`src/rtl/memory_cache_request_issue.sv`:
```
// memory_cache_request_issue: buffers MemoryPacket requests, maps them onto the cache IOB port and returns read responses.
// Optional macro MEMORY_CACHE_WRITE_ACK_EN: writes also return a response carrying the original write data.
`default_nettype none

package memory_cache_request_issue_pkg;
  localparam int M_AXI4_FE_ADDR_W = 32;
  localparam int M_AXI4_FE_DATA_W = 32;
  localparam int M_AXI4_FE_STRB_W = M_AXI4_FE_DATA_W / 8;

  localparam logic [1:0] CMD_INVALID      = 2'd0;
  localparam logic [1:0] CMD_MEM_READ     = 2'd1;
  localparam logic [1:0] CMD_MEM_WRITE    = 2'd2;
  localparam logic [1:0] CMD_MEM_RESPONSE = 2'd3;

  typedef struct packed {
    logic [7:0] source;
    logic [7:0] destination;
  } MemoryPacketRoute;

  typedef struct packed {
    logic [7:0]                  id_buffer;
    logic [M_AXI4_FE_ADDR_W-1:0] offset;
  } MemoryPacketAddress;

  typedef struct packed {
    logic [1:0] cmd;
    logic [3:0] tag;
  } MemoryPacketSubclass;

  typedef struct packed {
    MemoryPacketRoute    route;
    MemoryPacketAddress  address;
    MemoryPacketSubclass subclass;
  } MemoryPacketMeta;

  typedef struct packed {
    logic [M_AXI4_FE_DATA_W-1:0] field;
  } MemoryPacketData;

  typedef struct packed {
    logic            valid;
    MemoryPacketMeta meta;
    MemoryPacketData data;
  } MemoryPacket;

  typedef struct packed {
    MemoryPacketMeta meta;
    MemoryPacketData data;
  } MemoryPacketPayload;

  typedef struct packed {
    logic                        valid;
    logic [M_AXI4_FE_ADDR_W-1:0] buffer_0;
    logic [M_AXI4_FE_ADDR_W-1:0] buffer_1;
    logic [M_AXI4_FE_ADDR_W-1:0] buffer_2;
    logic [M_AXI4_FE_ADDR_W-1:0] buffer_3;
    logic [M_AXI4_FE_ADDR_W-1:0] buffer_4;
    logic [M_AXI4_FE_ADDR_W-1:0] buffer_5;
    logic [M_AXI4_FE_ADDR_W-1:0] buffer_6;
    logic [M_AXI4_FE_ADDR_W-1:0] buffer_7;
    logic [M_AXI4_FE_ADDR_W-1:0] buffer_8;
  } KernelDescriptor;

  typedef struct packed {
    logic empty;
    logic prog_full;
  } FIFOStateSignalsOutput;

  typedef struct packed {
    logic                        valid;
    logic [M_AXI4_FE_ADDR_W-1:0] addr;
    logic [M_AXI4_FE_DATA_W-1:0] wdata;
    logic [M_AXI4_FE_STRB_W-1:0] wstrb;
  } CacheRequestIOB;
endpackage

module memory_cache_request_issue
  import memory_cache_request_issue_pkg::*;
#(
  parameter int REQ_FIFO_DEPTH      = 16,
  parameter int PROG_FULL_THRESHOLD = 12
) (
  input  logic                        ap_clk,
  input  logic                        areset_n,
  input  KernelDescriptor             descriptor_in,
  input  MemoryPacket                 request_in,
  output FIFOStateSignalsOutput       fifo_request_signals_out,
  output MemoryPacket                 response_out,
  input  logic                        response_ready_in,
  output CacheRequestIOB              cache_iob_out,
  input  logic                        cache_iob_ready_in,
  input  logic [M_AXI4_FE_DATA_W-1:0] cache_iob_rdata_in,
  output logic                        overflow_error_out,
  output logic                        idle_out
);

  localparam int PTR_W = $clog2(REQ_FIFO_DEPTH);
  localparam logic [PTR_W:0] PTR_ONE = (PTR_W+1)'(1);
  localparam logic [1:0] IDLE  = 2'd0;
  localparam logic [1:0] ISSUE = 2'd1;
  localparam logic [1:0] RESP  = 2'd2;
`ifdef MEMORY_CACHE_WRITE_ACK_EN
  localparam logic WRITE_ACK = 1'b1;
`else
  localparam logic WRITE_ACK = 1'b0;
`endif

  logic [1:0]                  state, state_next;
  KernelDescriptor             desc;
  MemoryPacketPayload          fifo_mem [REQ_FIFO_DEPTH];
  logic [PTR_W:0]              wr_ptr, rd_ptr, count;
  logic                        empty, full, push, pop;
  MemoryPacketPayload          head;
  logic                        head_read, head_write;
  logic [M_AXI4_FE_ADDR_W-1:0] base;
  MemoryPacketMeta             issue_meta;
  logic [M_AXI4_FE_ADDR_W-1:0] issue_addr;
  logic [M_AXI4_FE_DATA_W-1:0] issue_wdata;
  logic [M_AXI4_FE_STRB_W-1:0] issue_wstrb;
  logic                        issue_read;
  logic [M_AXI4_FE_DATA_W-1:0] resp_data;

  // Extra pointer bit distinguishes full from empty; the latched desc.valid gates popping.
  assign count      = wr_ptr - rd_ptr;
  assign empty      = (count == '0);
  assign full       = (count == (PTR_W+1)'(REQ_FIFO_DEPTH));
  assign pop        = (state == IDLE) && !empty && desc.valid;
  assign push       = request_in.valid && (!full || pop);
  assign head       = fifo_mem[rd_ptr[PTR_W-1:0]];
  assign head_read  = (head.meta.subclass.cmd == CMD_MEM_READ);
  assign head_write = (head.meta.subclass.cmd == CMD_MEM_WRITE);

  always_comb begin
    base = desc.buffer_0;
    case (head.meta.address.id_buffer)
      8'h01:   base = desc.buffer_1;
      8'h02:   base = desc.buffer_2;
      8'h04:   base = desc.buffer_3;
      8'h08:   base = desc.buffer_4;
      8'h10:   base = desc.buffer_5;
      8'h20:   base = desc.buffer_6;
      8'h40:   base = desc.buffer_7;
      8'h80:   base = desc.buffer_8;
      default: base = desc.buffer_0;
    endcase
  end

  always_ff @(posedge ap_clk) begin
    if (push) fifo_mem[wr_ptr[PTR_W-1:0]] <= {request_in.meta, request_in.data};
  end

  always_ff @(posedge ap_clk or negedge areset_n) begin
    if (!areset_n) begin
      wr_ptr             <= '0;
      rd_ptr             <= '0;
      overflow_error_out <= 1'b0;
      desc               <= '0;
    end else begin
      if (push) wr_ptr <= wr_ptr + PTR_ONE;
      if (pop) rd_ptr <= rd_ptr + PTR_ONE;
      if (request_in.valid && !push) overflow_error_out <= 1'b1;
      if (descriptor_in.valid) desc <= descriptor_in;
    end
  end

  always_ff @(posedge ap_clk or negedge areset_n) begin
    if (!areset_n) begin
      issue_meta  <= '0;
      issue_addr  <= '0;
      issue_wdata <= '0;
      issue_wstrb <= '0;
      issue_read  <= 1'b0;
      resp_data   <= '0;
    end else begin
      if (pop) begin
        issue_meta  <= head.meta;
        issue_addr  <= base + head.meta.address.offset;
        issue_wdata <= head.data.field;
        issue_wstrb <= head_write ? '1 : '0;
        issue_read  <= head_read;
      end
      if (state == ISSUE && cache_iob_ready_in)
        resp_data <= issue_read ? cache_iob_rdata_in : issue_wdata;
    end
  end

  always_ff @(posedge ap_clk or negedge areset_n) begin
    if (!areset_n) state <= IDLE;
    else           state <= state_next;
  end

  always_comb begin
    state_next = state;
    case (state)
      IDLE:    if (pop && (head_read || head_write)) state_next = ISSUE;
      ISSUE:   if (cache_iob_ready_in) state_next = (issue_read || WRITE_ACK) ? RESP : IDLE;
      RESP:    if (response_ready_in) state_next = IDLE;
      default: state_next = IDLE;
    endcase
  end

  always_comb begin
    cache_iob_out = '0;
    response_out  = '0;
    if (state == ISSUE) begin
      cache_iob_out.valid = 1'b1;
      cache_iob_out.addr  = issue_addr;
      cache_iob_out.wdata = issue_wdata;
      cache_iob_out.wstrb = issue_wstrb;
    end
    if (state == RESP) begin
      response_out.valid             = 1'b1;
      response_out.meta              = issue_meta;
      response_out.meta.subclass.cmd = CMD_MEM_RESPONSE;
      response_out.data.field        = resp_data;
    end
    fifo_request_signals_out.empty     = empty;
    fifo_request_signals_out.prog_full = (count >= (PTR_W+1)'(PROG_FULL_THRESHOLD));
    idle_out = empty && (state == IDLE);
  end

endmodule

`default_nettype wire

```
`config.mk`:
```
export PLATFORM = sky130hd
export DESIGN_NAME = memory_cache_request_issue
export DESIGN_NICKNAME = d
export VERILOG_FILES = /design/src/rtl/memory_cache_request_issue.sv
export SDC_FILE = /design/constraint.sdc
export NUM_CORES = 2
export LEC_CHECK = 0
export BUFFER_PORTS_ARGS = -buffer_cell sky130_fd_sc_hd__buf_2
export CORE_MARGIN = 8
export CORE_UTILIZATION = 54
export CTS_CLUSTER_DIAMETER = 30
export DETAILED_ROUTE_END_ITERATION = 10
export PLACE_DENSITY_LB_ADDON = 0.1
export RECOVER_POWER = 25
export SLEW_MARGIN = 20
export SYNTH_ARGS = -nofsm -noshare
export SYNTH_HDL_FRONTEND = slang
export SYNTH_SLANG_ARGS = --single-unit
```
`constraint.sdc`:
```
create_clock -name ap_clk -period 12.2 [get_ports ap_clk]
set_input_delay 2.44 -clock ap_clk [delete_from_list [all_inputs] [get_ports ap_clk]]
set_output_delay 2.44 -clock ap_clk [all_outputs]
set_load 0.02 [all_outputs]
```
==> summary.md <==
| Metric | Value |
|---|---|
| Adder-cell area share of the yosys netlist | `0.7228%` |
| LEAKAGE | `35.93 nW` |
| Post-Layout Cell Count | `7328` |
| Crit path cell chain | `buf_4 > mux2_2 > mux2_2 > a221oi_1 > buf_4 > nor2b_1 > nor2b_2 > buf_4 > a22oi_1 > nand3_1 > a221oi_1 > a21oi_1 > ha_1 > a211oi_1 > o21bai_1 > a211oi_1 > o211ai_1 > a221o_1 > a31oi_1 > o31ai_1 > a21o_1 > a21o_1 > a221o_1` |
| # DRC | `0` |
| Total die area | `158700 sq um` |
| Reg-to-Reg Start | `rd_ptr[2]` |
| Total global-route track usage | `27.82%` |
| Number of instances in the placed design | `6565` |
| CTS tree | `yes` |
| ANT nets after route | `0` |
| Final wirelength | `222000 um` |
| Minimum clock period | `8.200 ns` |
| Pre-antenna DRT Iters | `5` |
| Filler Cell Count | `9693` |
| Dpl hpwl | `130400 um` |
| Most frequent cells in the layout | `1504 x edfxtp_1, 506 x buf_2, 456 x dfrtp_1` |
| Synthesized instance count | `4227` |
| Worst R2R Path Depth | `23` |
| Io pins | `588` |
| Dpl ws | `4.070 ns` |
| Sequential-to-total area share from yosys stat | `71.80%` |
| Simple-gate share of the synthesized area | `4.256%` |
| Post-CTS Hold Buffers | `0` |
| Row count | `140` |
| RSZ-0062 raised after global routing | `no` |
| Layout cells sized above 1 | `37.79%` |
| Starting Density | `54.29%` |
| Crit. End Element | `flip-flop` |
| MaxCap Viol Count | `0` |
| Synth Flop Type | `edfxtp_1` |
| Critical Path Source Type | `flip-flop` |
| Root Buffer | `clkbuf_16` |
| CTS Sinks | `1964` |
| Crit path largest cell delay | `1.11 ns` |
| #FFs+latches synth | `1964` |
| Number of synthesized flops with an enable pin | `1504` |
| Distinct cell type count after synthesis | `75` |
| Area growth syn-to-layout | `23.85%` |
| CP max-delay cell | `dfrtp_4` |
| Design Power | `0.02697 W` |
| CTS Buf Count | `407` |
| Most common cell after layout, fill and taps aside | `edfxtp_1` |
| Worst hold path stage count | `2` |
| Post-CTS Resized | `0` |
| Top Family by Delay on Critical Path | `compound AO/OA/AOI/OAI gates` |
| Critical path depth | `23` |
| IO Port Bufs | `587` |
| Clock-pin slew on the worst setup and hold paths | `0.05 ns` |
| Syn_nets | `4692` |
| DIE WIDTH | `398.3 um` |
| Core Region | `145400 sq um` |
| DR vias | `44160` |
| Compound-Gate Fraction of Synth Area | `3.346%` |
| Post-synth ARST share | `23.42%` |
| Setup Skew | `0.07080 ns` |
| Relative slew slack | `25.76%` |
| Chip height | `398.3 um` |
| XOR/XNOR Fraction of Synth Area | `0.4105%` |
| Fin worst setup slack | `4.000 ns` |
| Via-to-Cell Ratio | `6.026` |
| Main combinational cell family by area after synthesis | `multiplexers` |
| Fmax | `0.1220 GHz` |
| Final Max Slew Viols | `0` |
| Starting DRC count in detailed routing | `4043` |
| CP endpoint | `issue_addr[27]` |
| Post-Syn Area per Cell | `18.67 sq um` |
| Crit Path Max Fanout | `63` |
| Postcts setup bufs | `0` |
| Worst-case clock buffer depth | `4` |
| Via count of the first global-routing pass | `46380` |
| Power Density | `275.9 nW/um^2` |
| CP most frequent cell | `buf_4` |
| Synthesized area | `78940 sq um` |
| WP data required | `12.98 ns` |
| Hold Path Class | `flip-flop to flip-flop` |
| Largest net degree at the start of global routing | `168` |
| Fin. Hold Viols | `0` |
| Worst-margin pin slew | `1.114 ns` |
| GRT overflow | `0` |
| CP arrival | `8.97 ns` |
| Skew-Pair Late Insertion Delay | `0.93 ns` |
| Mux cell area share after synthesis | `17.99%` |
| Critical Path Start | `rd_ptr[2]` |
| Hold_ws | `0.4641 ns` |
| First-pass GRT wire length | `321400 um` |
| Register area | `56690 sq um` |
| Placer congestion estimate | `0.9373` |
| Finish-stage setup viols | `0` |
| RR Endpoint | `issue_addr[27]` |
| Peak VDD IR | `0.2410 mV` |
| Final Cycle Share | `67.21%` |
| H-tree levels | `5` |
| Initial antenna violation count | `49` |
| Synth warnings | `0` |
| DR WL/cell | `30.29 um` |
| Reg2Reg Setup Slack | `4.00 ns` |
| NumNets Final | `5522` |
| Kind of critical path | `flip-flop to flip-flop` |
| Status | `finished, final reports clean` |
| Crit path buf inv count | `3` |
| Multi-input gate area | `21230 sq um` |
cell usage after synthesis (3+ instances only):
cell type  number  share of area, %
buf_1          10             0.048
nand3_1        39              0.25
o211ai_1        3             0.029
o21ai_0        85              0.54
nand2_1       361               1.7
nor2b_1        18              0.14
or2_2           4             0.032
a21o_1         22              0.21
a211oi_1       12              0.11
or3_1           3             0.024
ha_1           44              0.70
a31oi_1         5             0.040
a41oi_1         6             0.067
o21bai_1        5             0.048
buf_2          44              0.28
edfxtp_1     1504                57
a21oi_1        65              0.41
inv_1          21              0.10
a22o_1         14              0.16
or4_1           3             0.029
mux4_1          5              0.17
dfrtp_1       460                15
clkbuf_1      164              0.78
nor3_1         14             0.089
mux2i_1        69              0.87
xor2_1         16              0.18
buf_4           7             0.067
mux4_2        440                13
and3_1          3             0.024
buf_6          12              0.17
and2_1        173               1.4
nand4_1         4             0.032
nor4b_1         6             0.067
nor3b_1         5             0.048
mux2_2        307               4.4
o31ai_1         6             0.057
xnor2_1        21              0.23
o21a_1          5             0.048
a22oi_1        85              0.81
o22ai_1         8             0.063
nor2_1         70              0.33
nand2b_1        3             0.024
a221oi_1       39              0.43
worst min-delay path by stage:
stage / slack (ns) / to / startpoint
floorplan: 0.43 / issue_addr[20] / issue_addr[20]
global placement: 0.45 / overflow_error_out / overflow_error_out
detailed placement: 0.45 / overflow_error_out / overflow_error_out
CTS: 0.47 / issue_meta[29] / issue_meta[29]
global route: 0.49 / issue_addr[14] / issue_addr[14]
finish: 0.46 / issue_meta[35] / issue_meta[35]
metrics by stage:
| step | setup TNS [ns] | utilization (%) | instance area, sq um |
|---|---|---|---|
| 4_1_cts | 0 | 67.27 | 97810 |
| 3_3_place_gp | 0 | 57.77 | 83990 |
| 3_5_place_dp | 0 | 57.77 | 83990 |
| 6_report | 0 | 67.24 | 97770 |
| 2_1_floorplan | -497.72 | - | 78940 |
| 5_1_grt | 0 | 67.22 | 97730 |
metal layers:
layer / vias up / GRT usage, % / part of all wire, %
met1: 23150 / 35.96 / 39
li1: 18630 / - / -
met4: 26 / 10.67 / 3.5
met3: 421 / 6.531 / 7.7
met2: 1925 / 46.16 / 50
met5: - / 0 / 0.074
state kept, by name, indices dropped and copies added (netlist names):
name	count
wr_ptr	5
desc	289
fifo_mem	1504
resp_data	32
issue_read	1
overflow_error_out	1
issue_wstrb	1
issue_addr	32
issue_meta	60
state	2
rd_ptr	5
issue_wdata	32
cell type report:
| cell class | count | area share (%) |
|---|---|---|
| Antenna cell | 23 | 0.05887 |
| Clock buffer | 482 | 11.08 |
| Clock inverter | 258 | 3.045 |
| Inverter | 23 | 0.09599 |
| Multi-Input combinational cell | 2002 | 21.71 |
| Sequential cell | 1964 | 57.98 |
| Tap cell | 1917 | 2.453 |
| Timing Repair Buffer | 659 | 3.567 |
tightest hold or removal path: stages (launching register included):
cell     delay [ns]
dfrtp_1        0.33
nand2_1        0.05
nand2_1        0.05
logic make-up after synthesis:
logic type | Yosys count
flip-flops | 1964
multiplexers | 822
AND/OR/NAND/NOR | 713
AO/OA/AOI/OAI | 385
buffers and inverters | 261
adder cells (fa/ha/maj) | 45
XOR/XNOR | 37
report_power, final:
group	total (W)	switching, W	internal, W
clock	0.0110	0.00351	0.00748
sequential	0.00869	0.000506	0.00819
combinational	0.00729	0.00428	0.00301
No activity file was read; power rests on OpenSTA's default activity.
